--- src/rtl/bcd_pkg.sv ---
// bcd_pkg: shared widths, limits and FSM state type for the BCD-to-binary
// conversion path.
//   BCD_DIGIT_W   : width of one BCD digit
//   BIN_W         : width of the binary result / accumulator
//   BCD_MAX_DIGIT : largest legal BCD digit value
//   NUM_DIGITS    : digits per conversion (thousands..ones)
//   IDX_W         : width of the digit index counter
package bcd_pkg;

  localparam int BCD_DIGIT_W   = 4;
  localparam int BIN_W         = 16;
  localparam int BCD_MAX_DIGIT = 9;
  localparam int NUM_DIGITS    = 4;
  localparam int IDX_W         = $clog2(NUM_DIGITS);

  typedef enum logic [1:0] {
    IDLE = 2'd0,
    CONV = 2'd1,
    DONE = 2'd2
  } state_t;

  // True for any 4-bit code that is not a legal BCD digit (A..F).
  function automatic logic digit_invalid(input logic [BCD_DIGIT_W-1:0] d);
    return d > BCD_DIGIT_W'(BCD_MAX_DIGIT);
  endfunction

endpackage

--- src/rtl/bcd_to_binary_if.sv ---
// bcd_to_binary_if: request/result bundle between digit-entry logic and the
// BCD-to-binary converter.
//   start            : conversion request (master -> slave)
//   Ths/Hds/Tens/Ones: BCD digits, captured on an accepted start
//   busy             : converter occupied (slave -> master)
//   done             : one-cycle result strobe
//   binary           : 16-bit result, held until the next done
//   err              : invalid-digit flag, held with binary
// Modports: master = digit source / result consumer, slave = converter.
interface bcd_to_binary_if;
  import bcd_pkg::*;

  logic                   start;
  logic [BCD_DIGIT_W-1:0] Ths;
  logic [BCD_DIGIT_W-1:0] Hds;
  logic [BCD_DIGIT_W-1:0] Tens;
  logic [BCD_DIGIT_W-1:0] Ones;
  logic                   busy;
  logic                   done;
  logic [BIN_W-1:0]       binary;
  logic                   err;

  modport master (
    output start, Ths, Hds, Tens, Ones,
    input  busy, done, binary, err
  );

  modport slave (
    input  start, Ths, Hds, Tens, Ones,
    output busy, done, binary, err
  );

endinterface

--- src/rtl/bcd_mul10_add.sv ---
// bcd_mul10_add: combinational multiply-by-ten-and-add step used by
// MSD-first BCD-to-binary conversion.
//   acc_in  : running 16-bit accumulator
//   digit   : next 4-bit digit (not range-checked here)
//   acc_out : acc_in*10 + digit, modulo 2^16
// The multiply is done as (acc<<3)+(acc<<1) so no multiplier is inferred.
module bcd_mul10_add
  import bcd_pkg::*;
(
  input  logic [BIN_W-1:0]       acc_in,
  input  logic [BCD_DIGIT_W-1:0] digit,
  output logic [BIN_W-1:0]       acc_out
);

  logic [BIN_W-1:0] acc_x8;
  logic [BIN_W-1:0] acc_x2;

  assign acc_x8  = {acc_in[BIN_W-4:0], 3'b000};
  assign acc_x2  = {acc_in[BIN_W-2:0], 1'b0};
  assign acc_out = acc_x8 + acc_x2 + {{(BIN_W-BCD_DIGIT_W){1'b0}}, digit};

endmodule

--- src/rtl/bcd_to_binary.sv ---
// bcd_to_binary: sequential four-digit BCD to 16-bit binary converter.
// A start seen in IDLE captures the digits; four CONV cycles then fold them
// in most significant first (acc = acc*10 + digit). The result and error flag
// are registered on the last CONV step, so done, binary and err all appear
// together in the DONE cycle, five cycles after the accepted start.
//   clk   : system clock, rising edge
//   rst_n : synchronous active-low reset
//   bus   : bcd_to_binary_if.slave (start, digits in; busy, done, binary, err out)
// Optional build macro BCD2BIN_DIGIT_CHECK_EN: digits > 9 raise err and force
// binary to zero. Without it raw digit codes are accumulated and err stays 0.
//
//   state | meaning
//   IDLE  | waiting for start; outputs hold last result
//   CONV  | one digit folded into acc per cycle, idx 3 -> 0
//   DONE  | done strobe cycle; start ignored; back to IDLE
module bcd_to_binary
  import bcd_pkg::*;
(
  input  logic           clk,
  input  logic           rst_n,
  bcd_to_binary_if.slave bus
);

  localparam int DIG_BUS_W = NUM_DIGITS * BCD_DIGIT_W;

  state_t                 state, state_nxt;
  logic [DIG_BUS_W-1:0]   digits, digits_nxt;
  logic [BIN_W-1:0]       acc, acc_nxt;
  logic [IDX_W-1:0]       idx, idx_nxt;
  logic                   busy_q, busy_nxt;
  logic                   done_q, done_nxt;
  logic [BIN_W-1:0]       binary_q, binary_nxt;
  logic                   err_q, err_nxt;
  logic [BCD_DIGIT_W-1:0] digit_cur;
  logic [BIN_W-1:0]       mac_out;

`ifdef BCD2BIN_DIGIT_CHECK_EN
  logic                   flag, flag_nxt;
`endif

  assign digit_cur = digits[idx*BCD_DIGIT_W +: BCD_DIGIT_W];

  bcd_mul10_add u_mul10_add (
    .acc_in  (acc),
    .digit   (digit_cur),
    .acc_out (mac_out)
  );

  always_ff @(posedge clk) begin
    if (!rst_n) begin
      state    <= IDLE;
      digits   <= '0;
      acc      <= '0;
      idx      <= '0;
      busy_q   <= 1'b0;
      done_q   <= 1'b0;
      binary_q <= '0;
      err_q    <= 1'b0;
`ifdef BCD2BIN_DIGIT_CHECK_EN
      flag     <= 1'b0;
`endif
    end else begin
      state    <= state_nxt;
      digits   <= digits_nxt;
      acc      <= acc_nxt;
      idx      <= idx_nxt;
      busy_q   <= busy_nxt;
      done_q   <= done_nxt;
      binary_q <= binary_nxt;
      err_q    <= err_nxt;
`ifdef BCD2BIN_DIGIT_CHECK_EN
      flag     <= flag_nxt;
`endif
    end
  end

  always_comb begin
    state_nxt  = state;
    digits_nxt = digits;
    acc_nxt    = acc;
    idx_nxt    = idx;
    busy_nxt   = busy_q;
    done_nxt   = 1'b0;
    binary_nxt = binary_q;
    err_nxt    = err_q;
`ifdef BCD2BIN_DIGIT_CHECK_EN
    flag_nxt   = flag;
`endif

    unique case (state)
      IDLE: begin
        if (bus.start) begin
          digits_nxt = {bus.Ths, bus.Hds, bus.Tens, bus.Ones};
          acc_nxt    = '0;
          idx_nxt    = IDX_W'(NUM_DIGITS - 1);
          busy_nxt   = 1'b1;
          state_nxt  = CONV;
`ifdef BCD2BIN_DIGIT_CHECK_EN
          flag_nxt   = 1'b0;
`endif
        end
      end

      CONV: begin
        acc_nxt = mac_out;
        idx_nxt = idx - 1'b1;
`ifdef BCD2BIN_DIGIT_CHECK_EN
        flag_nxt = flag | digit_invalid(digit_cur);
`endif
        // Result is registered on the final step so it lines up with done.
        if (idx == '0) begin
          state_nxt = DONE;
          done_nxt  = 1'b1;
`ifdef BCD2BIN_DIGIT_CHECK_EN
          binary_nxt = flag_nxt ? '0 : mac_out;
          err_nxt    = flag_nxt;
`else
          binary_nxt = mac_out;
          err_nxt    = 1'b0;
`endif
        end
      end

      DONE: begin
        busy_nxt  = 1'b0;
        state_nxt = IDLE;
      end

      default: begin
        busy_nxt  = 1'b0;
        state_nxt = IDLE;
      end
    endcase
  end

  assign bus.busy   = busy_q;
  assign bus.done   = done_q;
  assign bus.binary = binary_q;
  assign bus.err    = err_q;

endmodule

--- src/flat_wrapper.sv ---
// flat-port wrapper written by rule: the top's interface ports become plain ports
module bcd_to_binary_flat import bcd_pkg::*;
  (clk, rst_n, bus_start, bus_Ths, bus_Hds, bus_Tens, bus_Ones, bus_busy, bus_done, bus_binary, bus_err);
  bcd_to_binary_if bus_i ();
  input  logic clk;
  input  logic rst_n;
  input wire logic [$bits(bus_i.start)-1:0] bus_start;
  input wire logic [$bits(bus_i.Ths)-1:0] bus_Ths;
  input wire logic [$bits(bus_i.Hds)-1:0] bus_Hds;
  input wire logic [$bits(bus_i.Tens)-1:0] bus_Tens;
  input wire logic [$bits(bus_i.Ones)-1:0] bus_Ones;
  output wire logic [$bits(bus_i.busy)-1:0] bus_busy;
  output wire logic [$bits(bus_i.done)-1:0] bus_done;
  output wire logic [$bits(bus_i.binary)-1:0] bus_binary;
  output wire logic [$bits(bus_i.err)-1:0] bus_err;
  assign bus_i.start = bus_start;
  assign bus_i.Ths = bus_Ths;
  assign bus_i.Hds = bus_Hds;
  assign bus_i.Tens = bus_Tens;
  assign bus_i.Ones = bus_Ones;
  assign bus_busy = bus_i.busy;
  assign bus_done = bus_i.done;
  assign bus_binary = bus_i.binary;
  assign bus_err = bus_i.err;
  bcd_to_binary u_core (.clk(clk), .rst_n(rst_n), .bus(bus_i));
endmodule
--- config.mk ---
export PLATFORM = sky130hd
export DESIGN_NAME = bcd_to_binary_flat
export DESIGN_NICKNAME = d
export VERILOG_FILES = /design/src/rtl/bcd_pkg.sv /design/src/rtl/bcd_to_binary_if.sv /design/src/rtl/bcd_mul10_add.sv /design/src/rtl/bcd_to_binary.sv /design/src/flat_wrapper.sv
export SDC_FILE = /design/constraint.sdc
export NUM_CORES = 1
export LEC_CHECK = 0
export CORE_ASPECT_RATIO = 0.75
export CORE_UTILIZATION = 65
export CTS_BUF_LIST = sky130_fd_sc_hd__clkbuf_8
export CTS_CLUSTER_DIAMETER = 120
export DETAILED_ROUTE_END_ITERATION = 16
export DONT_BUFFER_PORTS = 1
export HOLD_SLACK_MARGIN = 0.05
export PLACE_DENSITY = 0.85
export REMOVE_ABC_BUFFERS = 1
export SLEW_MARGIN = 5
export SYNTH_ARGS = -nofsm -noshare
export SYNTH_HDL_FRONTEND = slang
export SYNTH_SLANG_ARGS = --single-unit
--- constraint.sdc ---
create_clock -name clk -period 4.1 [get_ports clk]
set_input_delay 0.82 -clock clk [delete_from_list [all_inputs] [get_ports clk]]
set_output_delay 0.82 -clock clk [all_outputs]
set_load 0.01 [all_outputs]
==> results.py, run 1 <==
metrics = {
    "status": {
        "status": "completed",
    },
    "yosys": {
        "yosys-mux-area-fraction": 0.0316,
        "synthDominantCellAreaShare": 0.372,
        "yosys.area_share.xor_xnor": 0.0369,
        "synth_fa_ha_area_frac": 0.133,
        "synth_cells": 341,
        "synthDominantAreaCellType": "sky130_fd_sc_hd__dfxtp_1",
        "synth-seq-area-share": 0.372,
        "netlist_top_cells_area": "sky130_fd_sc_hd__dfxtp_1 (37%), sky130_fd_sc_hd__ha_1 (12%), sky130_fd_sc_hd__nand2_1 (10%)",
        "postSynthAreaPerCell_um2": 8.36,
        "mappedNetlistArea_mm2": 0.00285,
        "synth-edff-count": 0,
        "share_of_async_settable_or_async_resettable_flops_after_synthesis": 0,
        "synth-simple-area-share": 0.222,
        "dominantRegCellSynth": "sky130_fd_sc_hd__dfxtp_1",
        "ys_ff_latch": 53,
        "synth_cell_type_count": 47,
        "yosysWarningCount": 0,
        "synth-compound-area-share": 0.162,
        "combinational_family_with_the_most_area_after_synthesis": "simple AND/OR/NAND/NOR gates",
    },
    "hold_path": {
        "hold_path.startpoint": "u_core.digits[13]",
        "worst_hold_end": "u_core.digits[13]",
        "timing.hold.worst_path_depth": 2,
        "hold_path.class": "flop to flop",
    },
    "timing": {
        "final.period_utilization": 0.777,
        "hold_ws_ns": 0.461,
        "setup-violations-final": 0,
        "fin_tns_setup_ns": 0,
        "finalHoldViolations": 0,
        "finalCriticalPeriod_ns": 3.19,
        "timing.final.ws_setup_ns": 0.912,
        "max_slew.worst_pin.slew_ns": 0.978,
        "timing.fmax_mhz": 314,
        "finalMaxSlewViolations": 0,
        "timing.max_slew.rel_slack": 0.346,
        "clock-skew-final_ns": 0.00661,
        "rsz0062_at_grt": "no",
    },
    "drt": {
        "wire_per_inst_um": 14.8,
        "detail-route-antenna-nets": 0,
        "post-route-drc-count": 0,
        "drt_first_iter_violations": 177,
        "viasPerCell": 6.00,
        "firstDrtPassIters": 5,
        "wirelength_um": 5740,
        "vias": 2327,
    },
    "cts": {
        "cts.repair.resized": 0,
        "hold_fix_buffers_cts": 0,
        "cts_htree_levels": 2,
        "clock_tree.root_cell": "sky130_fd_sc_hd__clkbuf_8",
        "clkSinkCount": 53,
        "cts_max_path_buffers": 2,
        "cts.repair_timing.setup_buffer_count": 0,
        "clk_pin_slew_ns": 0.09,
        "cts-buffers-inserted": 5,
        "cts_tree": "yes",
        "worstSkewPairLatency_ns": 0.31,
    },
    "power": {
        "clock_power_share": 0.303,
        "share_seq_of_total_power": 0.574,
        "max-vdd-ir-drop_uv": 240,
        "leakage_power_uw": 0.00123,
        "proportion_of_total_power_due_to_net_switching": 0.279,
        "internal_power_uw": 698,
        "p_switching_uw": 270,
        "power_density_mw_per_mm2": 328,
        "combinationalPowerShare": 0.123,
    },
    "placement": {
        "globalplace.congestion": 0.928,
        "dp_hpwl_um": 4210,
        "number_of_buffers_added_on_ports": 0,
        "placement.cell_area_mm2": 0.00287,
        "placement.setup.worst_slack_ns": 0.915,
    },
    "global_routing": {
        "grt_antenna_before_repair": 0,
        "maximum_number_of_pins_on_one_net_before_global_route_repair": 27,
        "grt_resource_usage_total": 0.268,
        "grt-ovfl-total": 0,
        "grt_first_pass_wirelength_um": 9360,
        "vias_in_the_first_global_route": 1994,
    },
    "setup_path": {
        "r2r_cells": 10,
        "element_type_at_the_critical_path_start": "flop",
        "timing.critical_path.required_ns": 4.36,
        "r2r_end": "u_core.bus.binary[14]",
        "reg2reg_slack_ns": 0.91,
        "timing.critical_path.arrival_ns": 3.45,
        "timing.critical_path.fanout_max": 5,
        "worstSetupPathType": "flop to flop",
        "r2r_start": "u_core.idx[0]",
        "cp_endpoint_kind": "flop",
    },
    "floorplan": {
        "start_util": 0.690,
        "die-width_um": 78.5,
        "die-height_um": 59.3,
        "area_of_the_core_region_mm2": 0.00413,
        "floorplan_die_area_mm2": 0.00466,
        "core.rowCount": 20,
        "design.portCount": 38,
    },
    "final_layout": {
        "synthToLayoutAreaGrowth_pct": 3.51,
        "n_antenna_cell": 0,
        "final_common_cell": "sky130_fd_sc_hd__nand2_1",
        "ff_latch_area_mm2": 0.00106,
        "combined_area_of_the_multi_input_logic_cells_mm2": 0.00167,
        "fin_area_mm2": 0.00295,
        "fin_nets": 381,
        "drive_above_1_share": 0.0751,
        "most-common-layout-cells": "sky130_fd_sc_hd__nand2_1 (76), sky130_fd_sc_hd__dfxtp_1 (53), sky130_fd_sc_hd__a21oi_1 (44)",
        "n_fill_cell": 334,
    },
    "job": {
        "cap_violations": 0,
    },
}
[metal layers]
metal  wire length [µm]  global-route usage
met1               2620               0.348
met2               2540               0.426
met3                429              0.0662
met4                148               0.124
met5                  0                   0
[metrics by stage]
step,cells,utilization,power (µW)
2_1_floorplan,323,-,653
3_3_place_gp,381,0.694,683
3_5_place_dp,381,0.694,687
4_1_cts,388,0.715,974
5_1_grt,388,0.715,1010
6_report,388,0.715,968
[flip-flops by register name (all words and copies together) (netlist names)]
name / count
u_core.bus.binary: 16
u_core.digits: 16
u_core.acc: 15
u_core.idx: 2
u_core.state: 2
u_core.bus.busy: 1
u_core.bus.done: 1
[critical path, stage by stage (launching register included)]
cell and delay, ns:
sky130_fd_sc_hd__dfxtp_1 0.49, sky130_fd_sc_hd__mux4_2 0.53, sky130_fd_sc_hd__inv_1 0.08, sky130_fd_sc_hd__fa_1 0.45
sky130_fd_sc_hd__fa_1 0.48, sky130_fd_sc_hd__nor2b_1 0.19, sky130_fd_sc_hd__o31ai_1 0.12, sky130_fd_sc_hd__nand2_1 0.19
sky130_fd_sc_hd__a31oi_4 0.13, sky130_fd_sc_hd__or4_1 0.40, sky130_fd_sc_hd__nand3_1 0.07
[cells in the mapped netlist (2+ instances only)]
| library cell | count |
|---|---|
| sky130_fd_sc_hd__inv_1 | 10 |
| sky130_fd_sc_hd__nor2b_1 | 2 |
| sky130_fd_sc_hd__mux4_2 | 4 |
| sky130_fd_sc_hd__a31oi_1 | 3 |
| sky130_fd_sc_hd__nor3_1 | 7 |
| sky130_fd_sc_hd__o21a_1 | 3 |
| sky130_fd_sc_hd__a21oi_1 | 44 |
| sky130_fd_sc_hd__xnor2_1 | 4 |
| sky130_fd_sc_hd__nand2_1 | 76 |
| sky130_fd_sc_hd__or3_1 | 3 |
| sky130_fd_sc_hd__nand3_1 | 18 |
| sky130_fd_sc_hd__dfxtp_1 | 53 |
| sky130_fd_sc_hd__nand3b_1 | 2 |
| sky130_fd_sc_hd__a211oi_1 | 2 |
| sky130_fd_sc_hd__o211ai_1 | 3 |
| sky130_fd_sc_hd__clkbuf_1 | 11 |
| sky130_fd_sc_hd__xor2_1 | 8 |
| sky130_fd_sc_hd__ha_1 | 27 |
| sky130_fd_sc_hd__a21o_1 | 2 |
| sky130_fd_sc_hd__nand4_1 | 5 |
| sky130_fd_sc_hd__a21oi_2 | 2 |
| sky130_fd_sc_hd__fa_1 | 2 |
| sky130_fd_sc_hd__buf_1 | 2 |
| sky130_fd_sc_hd__nor2_1 | 12 |
| sky130_fd_sc_hd__buf_2 | 4 |
| sky130_fd_sc_hd__o21ai_0 | 10 |
| sky130_fd_sc_hd__or4_1 | 2 |
[worst max-delay path by stage]
| stage | from | to | slack (ns) | cells past startpoint |
|---|---|---|---|---|
| after floorplan | u_core.idx[0] | u_core.bus.binary[14] | 1.14 | 10 |
| after global routing | u_core.idx[0] | u_core.bus.binary[14] | 0.70 | 10 |
| after CTS | u_core.idx[0] | u_core.bus.binary[14] | 0.88 | 10 |
| final | u_core.idx[0] | u_core.bus.binary[14] | 0.91 | 10 |
| after global placement | u_core.idx[0] | u_core.bus.binary[14] | 1.04 | 10 |
| after detailed placement | u_core.idx[0] | u_core.bus.binary[14] | 0.91 | 10 |
[power by group through the flow]
stage,sequential (µW),combinational [µW],clock [µW]
2_1_floorplan,563,90.5,0
6_report,556,120,293
3_5_place_dp,568,119,0
3_3_place_gp,567,116,0
4_1_cts,556,120,299
5_1_grt,559,134,316
[area by class of cell]
| type | count | share of cell area |
|---|---|---|
| Clock buffer | 5 | 0.0233 |
| Tap cell | 55 | 0.0233 |
| Sequential cell | 53 | 0.360 |
| Clock inverter | 2 | 0.00551 |
| Multi-Input combinational cell | 259 | 0.567 |
| Inverter | 11 | 0.0140 |
| Timing Repair Buffer | 3 | 0.00763 |
[logic make-up (layout without fill, tap and decap cells)]
logic type | count (synthesis) | count (layout)
simple gates | 137 | 137
buf+inv | 29 | 21
fa+ha+maj | 29 | 29
xor+xnor | 12 | 12
other cells | 1 | 1
mux | 4 | 4
compound gates | 76 | 76
flops | 53 | 53
Note: power is estimated with default switching activity, not from simulation.
==> inputs of run 2 (changes only) <==
==> constraint.sdc (replaced) <==
create_clock -name clk -period 3.3 [get_ports clk]
set_input_delay 0.66 -clock clk [delete_from_list [all_inputs] [get_ports clk]]
set_output_delay 0.66 -clock clk [all_outputs]
set_load 0.01 [all_outputs]
==> run 2 against run 1 <==
Combinational power grew 30%. Sequential cell count stayed put. Sequential share of layout area down 0.36 points. First-iteration DRC count up 9.0%. Critical endpoint unchanged. Design area increased by 1.0%. Non-clock buffer count rose by 2. Largest cell class unchanged. Global-route usage rose by 1.2 points. Highest routed layer unchanged. Via count grew 0.64%. Power up 29%.
==> results.py, run 2 (synthesis gave the netlist of run 1 again) <==
metrics = {
    "global_routing": {
        "grt_first_pass_wirelength_um": 9880,
        "met2_track_utilization_from_global_routing": 0.479,
        "gr-usage-met3": 0.0508,
        "maximum_number_of_pins_on_one_net_before_global_route_repair": 28,
        "grt_antenna_before_repair": 0,
        "vias_in_the_first_global_route": 2147,
        "grt_most_used_layer": "met2",
        "gr-usage-met1": 0.360,
        "grt-ovfl-total": 0,
        "grt_resource_usage_total": 0.279,
    },
    "timing": {
        "finalHoldViolations": 0,
        "timing.max_slew.rel_slack": 0.343,
        "rsz0062_at_grt": "no",
        "setup-violations-final": 0,
        "hold_ws_ns": 0.461,
        "fin_tns_setup_ns": 0,
        "finalMaxSlewViolations": 0,
        "final.period_utilization": 0.939,
        "finalCriticalPeriod_ns": 3.10,
        "timing.fmax_mhz": 323,
        "max_slew.worst_pin.slew_ns": 0.983,
        "clock-skew-final_ns": 0.00703,
    },
    "power": {
        "leakage_power_uw": 0.00125,
        "power_density_mw_per_mm2": 420,
        "max-vdd-ir-drop_uv": 368,
    },
    "cts": {
        "clk_pin_slew_ns": 0.10,
        "cts.repair.resized": 0,
        "worstSkewPairLatency_ns": 0.32,
        "cts_htree_levels": 2,
        "cts_tree": "yes",
        "cts.repair_timing.setup_buffer_count": 0,
        "clkSinkCount": 53,
        "clock_tree.root_cell": "sky130_fd_sc_hd__clkbuf_8",
        "hold_fix_buffers_cts": 0,
        "cts-buffers-inserted": 5,
        "cts_max_path_buffers": 2,
    },
    "floorplan": {
        "core.rowCount": 20,
        "die-width_um": 78.5,
        "area_of_the_core_region_mm2": 0.00413,
        "design.portCount": 38,
        "floorplan_die_area_mm2": 0.00466,
        "start_util": 0.690,
        "die-height_um": 59.3,
    },
    "drt": {
        "drt_first_iter_violations": 193,
        "vias": 2342,
        "viasPerCell": 5.99,
        "wirelength_um": 6030,
        "post-route-drc-count": 0,
        "wire_per_inst_um": 15.4,
        "detail-route-antenna-nets": 0,
        "firstDrtPassIters": 4,
    },
    "final_layout": {
        "n_antenna_cell": 0,
        "instances_no_fill": 391,
        "synthToLayoutAreaGrowth_pct": 4.57,
        "fin_nets": 383,
        "most-common-layout-cells": "sky130_fd_sc_hd__nand2_1 (76), sky130_fd_sc_hd__dfxtp_1 (53), sky130_fd_sc_hd__a21oi_1 (44)",
        "n_fill_cell": 337,
        "drive_above_1_share": 0.0833,
        "final_common_cell": "sky130_fd_sc_hd__nand2_1",
    },
    "job": {
        "cap_violations": 0,
    },
    "setup_path": {
        "critPathTopFamily": "adder cells",
        "critPathMaxStageDelay_ns": 0.52,
        "r2r_end": "u_core.bus.binary[14]",
        "critPathBufInv": 1,
        "timing.critical_path.arrival_ns": 3.37,
        "r2r_start": "u_core.idx[0]",
        "timing.critical_path.required_ns": 3.57,
        "cp_endpoint_kind": "flop",
        "cpMostUsedCell": "sky130_fd_sc_hd__fa_1",
        "reg2reg_slack_ns": 0.20,
        "element_type_at_the_critical_path_start": "flop",
        "timing.critical_path.fanout_max": 3,
        "r2r_cells": 10,
        "worstSetupPathType": "flop to flop",
        "crit_chain": "mux4_2 -> inv_1 -> fa_1 -> fa_1 -> nor2b_1 -> o31ai_1 -> nand2_1 -> a31oi_4 -> or4_1 -> nand3_1",
        "worst_path_max_delay_cell": "sky130_fd_sc_hd__mux4_2",
    },
    "placement": {
        "globalplace.congestion": 0.898,
        "dp_cells": 383,
        "number_of_buffers_added_on_ports": 0,
        "dp_hpwl_um": 4400,
    },
    "hold_path": {
        "hold_path.startpoint": "u_core.digits[13]",
        "worst_hold_end": "u_core.digits[13]",
        "timing.hold.worst_path_depth": 2,
        "hold_path.class": "flop to flop",
    },
    "status": {
        "status": "completed",
    },
}
[run 2: changes by cell type in the layout (fill, tap and decap cells not counted)]
cell,before,now
sky130_fd_sc_hd__clkbuf_8,5,6
sky130_fd_sc_hd__buf_4,3,5
sky130_fd_sc_hd__inv_6,0,1
sky130_fd_sc_hd__clkinvlp_4,1,0
[run 2: per-layer routing]
layer,wire [µm],vias to the layer above,part of all wire
met5,0,-,0
met4,80,0,0.013
met3,348,8,0.058
met2,2830,60,0.47
met1,2770,1092,0.46
li1,-,1182,-
[run 2: layout make-up]
type / instances / area [µm²] / share of cell area
Inverter: 11 / 41.3 / 0.0139
Sequential cell: 53 / 1060 / 0.356
Clock inverter: 2 / 17.5 / 0.00588
Multi-Input combinational cell: 259 / 1670 / 0.561
Timing Repair Buffer: 5 / 37.5 / 0.0126
Clock buffer: 6 / 82.6 / 0.0277
Tap cell: 55 / 68.8 / 0.0231
[run 2: worst max-delay path by stage]
stage	startpoint	endpoint	cells past startpoint	slack [ns]
floorplan	u_core.idx[0]	u_core.bus.binary[14]	10	0.34
global placement	u_core.idx[0]	u_core.bus.binary[14]	10	0.37
detailed placement	u_core.idx[0]	u_core.bus.binary[14]	10	0.23
CTS	u_core.idx[0]	u_core.bus.binary[14]	10	0.20
global route	u_core.idx[0]	u_core.bus.binary[14]	10	0.04
finish	u_core.idx[0]	u_core.bus.binary[14]	10	0.20
[run 2: worst register-to-register path: cells and delay by family (launching register included)]
kind            cells  cell delay, ns
simple gates        4            0.85
buf+inv             1            0.10
mux                 1            0.52
compound gates      2            0.23
flops               1            0.42
fa+ha+maj           2            0.94
[run 2: power breakdown]
part / internal (µW) / switching (µW) / total (µW)
clock: 175 / 232 / 406
combinational: 57.7 / 98.2 / 156
sequential: 666 / 23.1 / 689
total: 899 / 353 / 1250
[run 2: through the flow]
step,area (µm²),utilization,power (µW),setup WS [ns]
6_report,2980,0.722,1250,0.201
4_1_cts,2980,0.722,1250,0.202
2_1_floorplan,2770,-,812,0.337
3_3_place_gp,2880,0.698,852,0.366
5_1_grt,2980,0.722,1300,0.0391
3_5_place_dp,2880,0.698,859,0.228
